--- src/rtl/spi_master_pkg.sv ---
// spi_master_pkg: shared states, opcodes and frame lengths for the SPI command master
package spi_master_pkg;
    typedef enum logic [2:0] {IDLE, START, CMD, PAYLOAD, GAP, READ, DONE} state_e;
    localparam logic [1:0] OP_WR_ADDR = 2'b00;
    localparam logic [1:0] OP_WR_DATA = 2'b01;
    localparam logic [1:0] OP_RD_ADDR = 2'b10;
    localparam logic [1:0] OP_RD_DATA = 2'b11;
    localparam int PAYLOAD_LEN = 10;
    localparam int READ_LEN = 8;
endpackage

--- src/rtl/spi_master_shifter.sv ---
// spi_master_shifter: parallel-load MOSI shifter and MSB-first MISO capture shifter
module spi_master_shifter
    import spi_master_pkg::*;
(
    input  logic                   clk,
    input  logic                   rst,
    input  logic                   load_i,
    input  logic [PAYLOAD_LEN-1:0] load_val_i,
    input  logic                   shift_i,
    input  logic                   cap_i,
    input  logic                   miso_i,
    output logic                   mosi_o,
    output logic [READ_LEN-1:0]    cap_o
);
    logic [PAYLOAD_LEN-1:0] tx_q, tx_d;
    logic [READ_LEN-1:0]    cap_q, cap_d;

    always_comb begin
        tx_d = load_i ? load_val_i : shift_i ? {tx_q[PAYLOAD_LEN-2:0], 1'b0} : tx_q;
        cap_d = cap_i ? {cap_q[READ_LEN-2:0], miso_i} : cap_q;
    end

    always_ff @(posedge clk) begin
        if (rst) begin
            tx_q <= '0;
            cap_q <= '0;
        end else begin
            tx_q <= tx_d;
            cap_q <= cap_d;
        end
    end

    assign mosi_o = tx_q[PAYLOAD_LEN-1];
    assign cap_o = cap_q;
endmodule

--- src/rtl/spi_master_cmd.sv ---
// spi_master_cmd: command-driven SPI master sending opcode/byte frames with optional read-back
module spi_master_cmd
    import spi_master_pkg::*;
#(
    parameter int RD_GAP = 2
) (
    input  logic       clk,
    input  logic       rst,
    input  logic       cmd_valid,
    output logic       cmd_ready,
    input  logic [1:0] cmd_op,
    input  logic [7:0] cmd_data,
    output logic       rd_valid,
    output logic [7:0] rd_data,
    output logic       busy,
    output logic       SS_n,
    output logic       MOSI,
    input  logic       MISO
);
    state_e              state_q, state_d;
    logic [3:0]          cnt_q, cnt_d;
    logic [1:0]          op_q, op_d;
    logic [7:0]          rd_data_q, rd_data_d;
    logic [READ_LEN-1:0] cap;
    logic                accept, last, is_rd, mosi_bit;

    assign accept = cmd_valid && cmd_ready;
    assign last = cnt_q == '0;
    assign is_rd = op_q == OP_RD_DATA;

    spi_master_shifter u_shifter (
        .clk        (clk),
        .rst        (rst),
        .load_i     (accept),
        .load_val_i ({cmd_op, cmd_data}),
        .shift_i    (state_q == PAYLOAD),
        .cap_i      (state_q == READ),
        .miso_i     (MISO),
        .mosi_o     (mosi_bit),
        .cap_o      (cap)
    );

    // Counter counts down to zero and is reloaded whenever a multi-cycle state is entered
    always_comb begin
        state_d = state_q;
        cnt_d = last ? cnt_q : cnt_q - 4'd1;
        op_d = op_q;
        case (state_q)
            IDLE: if (accept) begin
                state_d = START;
                op_d = cmd_op;
            end
            START: state_d = CMD;
            CMD: begin
                state_d = PAYLOAD;
                cnt_d = 4'(PAYLOAD_LEN - 1);
            end
            PAYLOAD: if (last) begin
                state_d = is_rd ? GAP : DONE;
                cnt_d = is_rd ? 4'(RD_GAP - 1) : '0;
            end
            GAP: if (last) begin
                state_d = READ;
                cnt_d = 4'(READ_LEN - 1);
            end
            READ: if (last) state_d = DONE;
            DONE: state_d = IDLE;
            default: state_d = IDLE;
        endcase
    end

    // The captured byte is shown directly during DONE and held in rd_data_q afterwards
    assign rd_data_d = rd_valid ? cap : rd_data_q;

    always_ff @(posedge clk) begin
        if (rst) begin
            state_q <= IDLE;
            cnt_q <= '0;
            op_q <= '0;
            rd_data_q <= '0;
        end else begin
            state_q <= state_d;
            cnt_q <= cnt_d;
            op_q <= op_d;
            rd_data_q <= rd_data_d;
        end
    end

    assign cmd_ready = state_q == IDLE;
    assign busy = !cmd_ready;
    assign SS_n = (state_q == IDLE) || (state_q == DONE);
    assign MOSI = (state_q == CMD) ? op_q[1] : (state_q == PAYLOAD) && mosi_bit;
    assign rd_valid = (state_q == DONE) && is_rd;
    assign rd_data = rd_data_d;
endmodule
--- config.mk ---
export PLATFORM = sky130hd
export DESIGN_NAME = spi_master_cmd
export DESIGN_NICKNAME = d
export VERILOG_FILES = /design/src/rtl/spi_master_pkg.sv /design/src/rtl/spi_master_shifter.sv /design/src/rtl/spi_master_cmd.sv
export SDC_FILE = /design/constraint.sdc
export NUM_CORES = 1
export LEC_CHECK = 0
export ABC_AREA = 1
export CORE_MARGIN = 3
export CORE_UTILIZATION = 40
export CTS_CLUSTER_SIZE = 30
export DETAILED_ROUTE_END_ITERATION = 12
export GPL_TIMING_DRIVEN = 0
export PLACE_DENSITY = 0.66
export SLEW_MARGIN = 20
export SYNTH_ARGS = -nofsm -noshare
export SYNTH_HDL_FRONTEND = slang
export SYNTH_SLANG_ARGS = --single-unit
--- constraint.sdc ---
create_clock -name clk -period 1.7 [get_ports clk]
set_input_delay 0.34 -clock clk [delete_from_list [all_inputs] [get_ports clk]]
set_output_delay 0.34 -clock clk [all_outputs]
set_load 0.05 [all_outputs]
==> reports/metrics.cfg <==
[run_status]
outcome=finished, violations left
failed_checks=negative setup slack

[setup_path]
worstPathArrival_ns=1.61
slowest_stage=dfxtp_4
critPathTopFamily=buffers and inverters
r2r_setup_slack_ns=0.16
cp_cell_sequence=inv_4 -> nor3_4 -> nand3_4 -> buf_8 -> o21ai_4 -> inv_2 -> buf_8
crit_required_ns=1.36
crit_type=reg2out
endpoint=rd_data[2]
critPathMaxFanout=5
endpoint_kind=output pin
crit_buf_inv=4
timing.rr.start=cnt_q[0]
max_stage_delay_ns=0.36
path_depth=7
cp_common_cell=buf_8
crit_path_start=state_q[2]
crit_path_start_kind=register
worst-r2r-cell-count=10
reg2reg_to=cnt_q[0]

[sta]
finClkSkew_ns=0.00524
worst_pin_slew_ns=0.507
hold_viol=0
setup_slack_ns=-0.254
relSlewSlack_pct=66.2
rsz0062_at_grt=true
finalSetupViolCount=12
maxSlewViolCount=0
finalCriticalPeriod_ns=1.95
finalCritPeriodShare_pct=115
fin_setup_tns_ns=-2.44
fmax_ghz=0.512

[synthesis]
synthTopCellsByCount=73 x nand2_1, 35 x dfxtp_1, 34 x inv_1, 24 x nor2_1, 21 x a21oi_1
synth_enable_flop_cells=0
yosysSeqAreaShare_pct=42.7
synthTopCellsByArea=dfxtp_1 43%, nand2_1 17%, inv_1 7.8%, a21oi_1 6.4%, nor2_1 5.5%
ys.flop_type=dfxtp_1
synth.most_common_cell=nand2_1
syn_nets=256
yosysWarnings=0
ys_types=24
synth_area_per_cell_um2=6.85
async_flop_share_pct=0
yosys.area.top_type_share_pct=42.7
synth_area_leader_cell=dfxtp_1
synth_area_um2=1640
synth_cells=240
synth_seq_cells=35

[final_layout]
drive_gt1_share_pct=26.2
final_nets=301
syn_to_final_growth_pct=39.2
diodes=0
fin_util_pct=60.2
final_cell_count_no_fill=334

[clocking]
clk_pin_slew_ns=0.07
cts_made_buffers=5
clock-sinks=35
clk_path_buf_depth=2
cts_tree=built
clk_latency_ns=0.29
clock-root-buffer=clkbuf_8
htreeDepth=2

[drt]
num_vias=1578
drt-pass1-iter-count=4
drtAntennaViolNets=0
post_drt_via_cell_ratio=4.72
wl_um=3780
drt_first_iter_violations=51
wire_per_inst_um=11.3
drc=0

[power]
seq_power_share_pct=36.1
p_clk_share_pct=20.0
power.total_mw=2.91
p_leak_nw=1.08
switching_share_pct=41.2
ir_drop_mv=0.646
p_int_mw=1.71
combPwrFrac_pct=43.9
power_density_nw_per_um2=1270
switchingPower_mw=1.20

[placed_design]
dp_cells=313
port_buffers=25
gp_congestion=0.803
dp_hpwl_um=2460

[floorplan]
io_pins=27
fp.coreArea_um2=3800
start_util_pct=43.2
dieWidth_um=70.1
die_area_um2=4910
row_count=22
die_h_um=70.1

[global_route]
grt_pass1_wl_um=6040
grt-ovfl-total=0
antenna_found_initial=0
grt_pass1_vias=1338
grt_use_total_pct=15.3
grt_start_max_net_pins=12

[hold_path]
min_path_type=in2reg
hold_depth=2

[run]
max_cap_violations=0

==> logic make-up after synthesis <==
logic type / count (synthesis) / synth area share [%]
fa+ha+maj: 2 / 1.52
simple gates: 113 / 28.1
compound gates: 45 / 16.2
flops: 35 / 42.7
buf+inv: 45 / 11.5
==> worst min path at each step <==
| stage | endpoint | startpoint |
|---|---|---|
| 2_1_floorplan | u_shifter.tx_q[0] | u_shifter.tx_q[0] |
| 6_report | u_shifter.cap_o[0] | rst |
| 3_3_place_gp | u_shifter.tx_q[0] | u_shifter.tx_q[0] |
| 3_5_place_dp | u_shifter.tx_q[0] | u_shifter.tx_q[0] |
| 4_1_cts | u_shifter.cap_o[0] | rst |
| 5_1_grt | u_shifter.tx_q[0] | u_shifter.tx_q[0] |
==> cell type report <==
cell class,instances,area [um2]
Timing Repair Buffer,38,395
Clock inverter,2,12.5
Inverter,38,148
Tap cell,48,60.1
Multi-Input combinational cell,160,840
Clock buffer,6,72.6
Sequential cell,35,709
Buffer,7,50.0
Fill cell,364,1510
==> per-stage QoR <==
step / instance area [um2] / setup WS (ns) / hold WS, ns
floorplan: 1640 / -0.0123 / 0.439
global placement: 1950 / -0.755 / 0.458
detailed placement: 1950 / -0.755 / 0.472
CTS: 2170 / -0.254 / 0.469
global route: 2290 / -0.336 / 0.492
finish: 2290 / -0.254 / 0.454
==> routing by layer <==
layer,routed length [um],track usage [%],vias to the layer above,part of all wire [%]
met3,161,3.45,8,4.3
met5,0,0,-,0
li1,-,-,834,-
met1,1770,19.5,702,47
met4,74,7.02,0,2.0
met2,1770,24.3,34,47
==> cells in the final DEF (no fill, tap or decap), drive strengths merged, types with 2 or more instances in the layout <==
cell type,netlist,final
nand3,9,9
clkinv,1,2
nor2,27,27
clkdlybuf4s50,0,12
clkbuf,3,9
buf,4,29
nand2,75,75
ha,2,2
a21oi,21,21
inv,37,37
o21ai,20,20
dfxtp,35,35
==> worst reg2reg max path: cells and delay by family, from the launching register on <==
kind / cells / cell delay (ns)
fa+ha+maj: 2 / 0.51
simple gates: 5 / 0.43
flops: 1 / 0.34
buf+inv: 2 / 0.11
compound gates: 1 / 0.07
==> power groups by stage <==
| stage | clock (mW) | combinational, mW | sequential (mW) |
|---|---|---|---|
| after floorplan | 0 | 0.900 | 1.04 |
| after global placement | 0 | 1.17 | 1.06 |
| after detailed placement | 0 | 1.17 | 1.06 |
| after CTS | 0.601 | 1.17 | 1.05 |
| after global routing | 0.625 | 1.42 | 1.07 |
| final | 0.582 | 1.28 | 1.05 |
==> timing repair <==
| item | in CTS | in global routing |
|---|---|---|
| endpoints found under the setup margin | 13 | 13 |
| setup buffers | 5 | 7 |
| pin swaps | 3 | 2 |
| hold buffers | 0 | 0 |
| cloned | 1 | 0 |
| gates resized for setup | 105 | 22 |
==> sequential cells by signal, summed over array words and instances, names as in the netlist <==
signal           flops
u_shifter.tx_q      10
rd_data_q            8
u_shifter.cap_o      8
cnt_q                4
state_q              3
op_q                 2
Power figures use the tool's default switching activity.
